## src/rtl/stream_mux_rr_pkg.sv

```systemverilog
// Shared constants for the stream_mux_rr slice: the arbitration mode encoding.
package stream_mux_rr_pkg;

  localparam logic MODE_FIXED = 1'b0;
  localparam logic MODE_RR    = 1'b1;

endpackage

```

## src/rtl/stream_rr_arb.sv

```systemverilog
// Grant selection for stream_mux_rr: explicit select or rotating-priority search
// starting just after the last granted channel (ptr_reg).
module stream_rr_arb
  import stream_mux_rr_pkg::*;
#(
  parameter int N_CH  = 8,
  parameter int SEL_W = $clog2(N_CH)
) (
  input  logic             clk,
  input  logic             rst,
  input  logic             mode,
  input  logic [SEL_W-1:0] sel,
  input  logic [N_CH-1:0]  req,
  input  logic             update,
  output logic             grant_valid,
  output logic [SEL_W-1:0] grant_idx
);

  localparam int             PAD_W = 1 << SEL_W;
  localparam logic [SEL_W:0] N_EXT = (SEL_W+1)'(N_CH);

  logic [SEL_W-1:0] ptr_reg;
  logic [SEL_W-1:0] ptr_next;
  logic [SEL_W-1:0] cand_idx [N_CH];
  logic [N_CH-1:0]  cand_hit;
  logic [PAD_W-1:0] req_pad;
  logic             rr_valid;
  logic [SEL_W-1:0] rr_idx;
  logic             fixed_valid;

  // Padding to a power of two lets an out-of-range select read a zero request.
  always_comb begin
    req_pad = '0;
    req_pad[N_CH-1:0] = req;
  end

  assign fixed_valid = req_pad[sel];

  // Candidate gi is the channel (gi+1) places after ptr_reg, wrapped modulo N_CH.
  generate
    for (genvar gi = 0; gi < N_CH; gi++) begin : g_cand
      localparam logic [SEL_W:0] OFF = (SEL_W+1)'(gi + 1);
      logic [SEL_W:0] sum;
      assign sum          = {1'b0, ptr_reg} + OFF;
      assign cand_idx[gi] = (sum >= N_EXT) ? SEL_W'(sum - N_EXT) : sum[SEL_W-1:0];
      assign cand_hit[gi] = req_pad[cand_idx[gi]];
    end
  endgenerate

  // Nearest candidate wins, so scan from the far end and let closer hits overwrite.
  always_comb begin
    rr_valid = 1'b0;
    rr_idx   = '0;
    for (int k = N_CH - 1; k >= 0; k--) begin
      if (cand_hit[k]) begin
        rr_valid = 1'b1;
        rr_idx   = cand_idx[k];
      end
    end
  end

  always_comb begin
    if (mode == MODE_RR) begin
      grant_valid = rr_valid;
      grant_idx   = rr_idx;
    end else begin
      grant_valid = fixed_valid;
      grant_idx   = sel;
    end
  end

  assign ptr_next = update ? grant_idx : ptr_reg;

  always_ff @(posedge clk) begin
    if (rst) begin
      ptr_reg <= SEL_W'(N_CH - 1);
    end else begin
      ptr_reg <= ptr_next;
    end
  end

endmodule

```

## src/rtl/stream_mux_rr.sv

```systemverilog
// Registered N-channel valid/ready stream multiplexer with fixed-select or
// round-robin arbitration and a one-entry output register.
module stream_mux_rr
  import stream_mux_rr_pkg::*;
#(
  parameter int N_CH   = 8,
  parameter int DATA_W = 8,
  parameter int SEL_W  = $clog2(N_CH)
) (
  input  logic                   clk,
  input  logic                   rst,
  input  logic                   mode,
  input  logic [SEL_W-1:0]       sel,
  input  logic [N_CH*DATA_W-1:0] in_data,
  input  logic [N_CH-1:0]        in_valid,
  output logic [N_CH-1:0]        in_ready,
  output logic [DATA_W-1:0]      out_data,
  output logic [SEL_W-1:0]       out_ch,
  output logic                   out_valid,
  input  logic                   out_ready
);

  logic              load_en;
  logic              accept;
  logic              grant_valid;
  logic [SEL_W-1:0]  grant_idx;
  logic [DATA_W-1:0] chan_data [N_CH];
  logic [DATA_W-1:0] data_reg;
  logic [DATA_W-1:0] data_next;
  logic [SEL_W-1:0]  ch_reg;
  logic [SEL_W-1:0]  ch_next;
  logic              valid_reg;
  logic              valid_next;

  stream_rr_arb #(
    .N_CH  (N_CH),
    .SEL_W (SEL_W)
  ) u_arb (
    .clk         (clk),
    .rst         (rst),
    .mode        (mode),
    .sel         (sel),
    .req         (in_valid),
    .update      (accept),
    .grant_valid (grant_valid),
    .grant_idx   (grant_idx)
  );

  // The register can take a beat when empty or when its current beat leaves this edge.
  assign load_en = !valid_reg || out_ready;
  assign accept  = !rst && load_en && grant_valid;

  generate
    for (genvar gi = 0; gi < N_CH; gi++) begin : g_chan
      assign chan_data[gi] = in_data[gi*DATA_W +: DATA_W];
      assign in_ready[gi]  = accept && (grant_idx == SEL_W'(gi));
    end
  endgenerate

  always_comb begin
    data_next  = data_reg;
    ch_next    = ch_reg;
    valid_next = valid_reg;
    if (accept) begin
      data_next = '0;
      for (int i = 0; i < N_CH; i++) begin
        if (grant_idx == SEL_W'(i)) begin
          data_next = chan_data[i];
        end
      end
      ch_next    = grant_idx;
      valid_next = 1'b1;
    end else if (out_ready) begin
      valid_next = 1'b0;
    end
  end

  always_ff @(posedge clk) begin
    if (rst) begin
      data_reg  <= '0;
      ch_reg    <= '0;
      valid_reg <= 1'b0;
    end else begin
      data_reg  <= data_next;
      ch_reg    <= ch_next;
      valid_reg <= valid_next;
    end
  end

  assign out_data  = data_reg;
  assign out_ch    = ch_reg;
  assign out_valid = valid_reg;

endmodule

```

## config.mk

```make
export PLATFORM = sky130hd
export DESIGN_NAME = stream_mux_rr
export DESIGN_NICKNAME = d
export VERILOG_FILES = /design/src/rtl/stream_mux_rr_pkg.sv /design/src/rtl/stream_rr_arb.sv /design/src/rtl/stream_mux_rr.sv
export SDC_FILE = /design/constraint.sdc
export NUM_CORES = 1
export LEC_CHECK = 0
export BUFFER_PORTS_ARGS = -buffer_cell sky130_fd_sc_hd__buf_2
export CAP_MARGIN = 20
export CORE_MARGIN = 10
export CORE_UTILIZATION = 48
export DETAILED_ROUTE_END_ITERATION = 6
export PLACE_DENSITY_LB_ADDON = 0.05
export SLEW_MARGIN = 25
export SYNTH_ARGS = -nofsm -noshare
export SYNTH_HDL_FRONTEND = slang
export SYNTH_SLANG_ARGS = --single-unit
```

## constraint.sdc

```tcl
create_clock -name clk -period 7.3 [get_ports clk]
set_input_delay 1.46 -clock clk [delete_from_list [all_inputs] [get_ports clk]]
set_output_delay 1.46 -clock clk [all_outputs]
set_load 0.05 [all_outputs]
```

==> impl_metrics.yaml <==
cts:
  postCtsHoldBufs: 0
  clock_sinks: 15
  path_clk_slew_ns: 0.06
  clockBufferDepth: 2
  clkLatencyLatePin_ns: 0.24
  numCtsBuffers: 3
  clock_tree.root_cell: "clkbuf_8"
  ctsResizeCount: 0
  cts_setup_buffers: 0
  tritoncts: "done"
  h-tree-depth: 1
final_layout:
  syn2layout_area_growth_pct: 26.25
  largest_reg_flops: 8
  num-nets-final: 413
  drive_above_1_share_pct: 43.81
  fin_cells: 381
  postLayoutCellArea_mm2: 0.002618
  num_antenna_cells: 0
route:
  postRouteAntennaNets: 0
  drt_pass1_iterations: 4
  drc: 0
  routed_wirelength_um: 6988
  routed_via_density: 6.047
  wire_per_inst_um: 18.34
  drt-initial-drc-count: 221
  vias: 2304
synthesis:
  synth.cell_area_mm2: 0.002073
  ys_seq_area_share_pct: 14.48
  syn_nets: 322
  avgSynthCellArea_um2: 8.603
  synth.top_cell.area_share_pct: 14.48
  yosys_warnings: 0
  synthTopCellsByArea: "dfxtp_1 (14%), mux4_2 (11%), mux2_2 (10%)"
  synth_top_area_cell: "dfxtp_1"
  postSynthCellCount: 241
  ys_ff_latch: 15
  synth-main-ff-cell: "dfxtp_1"
  synth_edf_count: 0
  synth_cell_types: 50
  async_reset_ff_share_pct: 0
global_route:
  met3_usage_pct: 5.960
  grt_max_degree: 22
  grt_util_met2_pct: 28.41
  grt_busiest_layer: "met2"
  first_global_vias: 2274
  grt_overflow: 0
  antenna_found_initial: 0
  gr-usage-all-layers_pct: 17.84
  grt_use_met1_pct: 23.14
  grt_pass1_wl_um: 11070
place:
  portBuffers: 98
  place_congestion: 0.8401
  dpl.cell_count: 377
  placed_area_mm2: 0.002572
  hpwl_um: 5672
  dp_slack_ns: 1.560
timing:
  final-hold-violation-count: 0
  slew_headroom_pct: 46.13
  period_needed_ns: 5.865
  finalSetupViolCount: 0
  worst_slack_ns: 1.435
  worst_slew_pin_slew_ns: 0.8061
  fin_tns_setup_ns: 0
  drv_slew: 0
  fin_skew_ns: 0.002125
  rsz0062_at_grt: "no"
  max_freq_ghz: 0.1705
  fin_crit_sh_pct: 80.34
power_and_ir_drop:
  power_frac_seq_pct: 19.5
  power_leakage_nw: 1.207
  pwr-share-clk_pct: 12.2
  pwr-share-comb_pct: 68.3
  power_density_mw_per_mm2: 206.2
  peakVddDrop_mv: 0.09766
  internal_power_uw: 280.7
  switching_share_pct: 47.99
  power.switching_uw: 259.0
job:
  maxCapViolations: 0
die:
  core_area_mm2: 0.004086
  io_pins: 99
  die_area_mm2: 0.007348
  dieHeight_um: 85.72
  die_w_um: 85.72
  rows: 23
  initial_core_util_pct: 50.73
worst_setup_path:
  critPathArrivalTime_ns: 4.40
  r2r_slack_ns: 2.61
  rr_worst_depth: 12
  worstReg2RegEnd: "out_data[3]$_SDFFE_PP0P_"
  cp-end-kind: "output pin"
  endpoint: "in_ready[6]"
  cp.required_ns: 5.84
  r2r-start: "u_arb.ptr_reg[0]$_SDFFE_PP1P_"
  cp_max_fo: 21
  cp-start-kind: "flop"
  crit_type: "flop to output pin"
  startpoint: "u_arb.ptr_reg[0]$_SDFFE_PP1P_"
outcome:
  status: "complete, no violations"
hold_path:
  min_path_type: "flop to flop"
[layout by cell type, fill, tap and decap left out, types with 3 or more instances in the layout]
cell type	n
clkbuf_8	3
dfxtp_1	15
mux2_2	19
nand3b_1	9
buf_2	98
mux2i_1	18
nand2b_1	6
and2_1	4
a221oi_1	17
o21ai_0	12
o221ai_1	3
buf_4	5
or3_1	4
mux4_2	10
or2_2	3
nor2_1	19
a21oi_1	9
nor3_1	4
o21ai_1	9
nor2b_1	3
nand2_1	9
inv_1	14
[critical path, cell delays in order, from the launching register on]
cell and delay (ns):
dfxtp_1 0.30, buf_4 0.24, inv_1 0.14, ha_1 0.66
mux4_1 0.72, mux2i_2 0.34, a211o_1 0.18, a31oi_1 0.04
a211oi_2 0.34, nand2_1 0.55, nor3_1 0.32, buf_2 0.30
[power groups by stage]
stage	combinational, mW	sequential (mW)	clock, mW
after floorplan	0.238	0.149	0
after global placement	0.363	0.107	0
after detailed placement	0.365	0.107	0
after CTS	0.366	0.105	0.0668
after global routing	0.398	0.107	0.0700
final	0.369	0.105	0.0656
[worst min-delay path by stage]
stage / start / endpoint / cells after the start / slack [ns]
after global placement: out_data[7]$_SDFFE_PP0P_ / out_data[7]$_SDFFE_PP0P_ / 2 / 0.46
after detailed placement: out_data[5]$_SDFFE_PP0P_ / out_data[5]$_SDFFE_PP0P_ / 2 / 0.46
after CTS: out_data[5]$_SDFFE_PP0P_ / out_data[5]$_SDFFE_PP0P_ / 2 / 0.47
final: out_data[6]$_SDFFE_PP0P_ / out_data[6]$_SDFFE_PP0P_ / 2 / 0.48
after floorplan: out_ch[0]$_SDFFE_PP0P_ / out_ch[0]$_SDFFE_PP0P_ / 2 / 0.70
after global routing: out_data[6]$_SDFFE_PP0P_ / out_data[6]$_SDFFE_PP0P_ / 2 / 0.50
[metrics by stage]
step                util [%]  total power, mW  hold WS [ns]
floorplan                  -           0.3874        0.7040
global placement       62.95           0.4697        0.4649
detailed placement     62.95           0.4720        0.4625
CTS                    64.05           0.5383        0.4738
global route           64.05           0.5755        0.5013
finish                 64.05           0.5397        0.4763
[per-layer routing]
layer / vias up / part of all wire, % / wire (µm)
met5: - / 0 / 0
met4: 0 / 0.41 / 29
met3: 2 / 8.0 / 561
met2: 85 / 47 / 3302
met1: 1102 / 44 / 3093
li1: 1115 / - / -
[cell families (layout without fill, tap and decap cells)]
logic type / count (synthesis) / count (layout) / share of synthesized area [%]
xor gates and xnor gates: 4 / 4 / 1.690
AOI/OAI and AO/OA: 71 / 71 / 25.71
buffers and inverters: 31 / 121 / 6.940
and+or+nand+nor: 67 / 67 / 17.08
DFF: 15 / 15 / 14.48
adders and majority gates: 2 / 2 / 1.207
muxes: 51 / 51 / 32.89
[Yosys cell counts, types with 3 or more instances]
library cell and n:
or2_2 3, dfxtp_1 15, o21ai_1 9, clkbuf_1 7, buf_2 4, nor3_1 4
mux4_2 10, nand2_1 9, nor2_1 19, o21ai_0 12, nor2b_1 3, a21oi_1 9
nand3b_1 9, mux2_2 19, nand2b_1 6, mux2i_1 18, and2_1 4, a221oi_1 17
inv_1 14, or3_1 4, o221ai_1 3
[final cells by class]
class | count | area, µm²
clock buffer | 4 | 45.04
fill | 371 | 1469
inverter | 14 | 52.55
multi-input combinational | 195 | 1629
sequential | 15 | 300.3
tap | 50 | 62.56
timing repair buffer | 103 | 528.0
No activity file was read; power rests on OpenSTA's default activity.
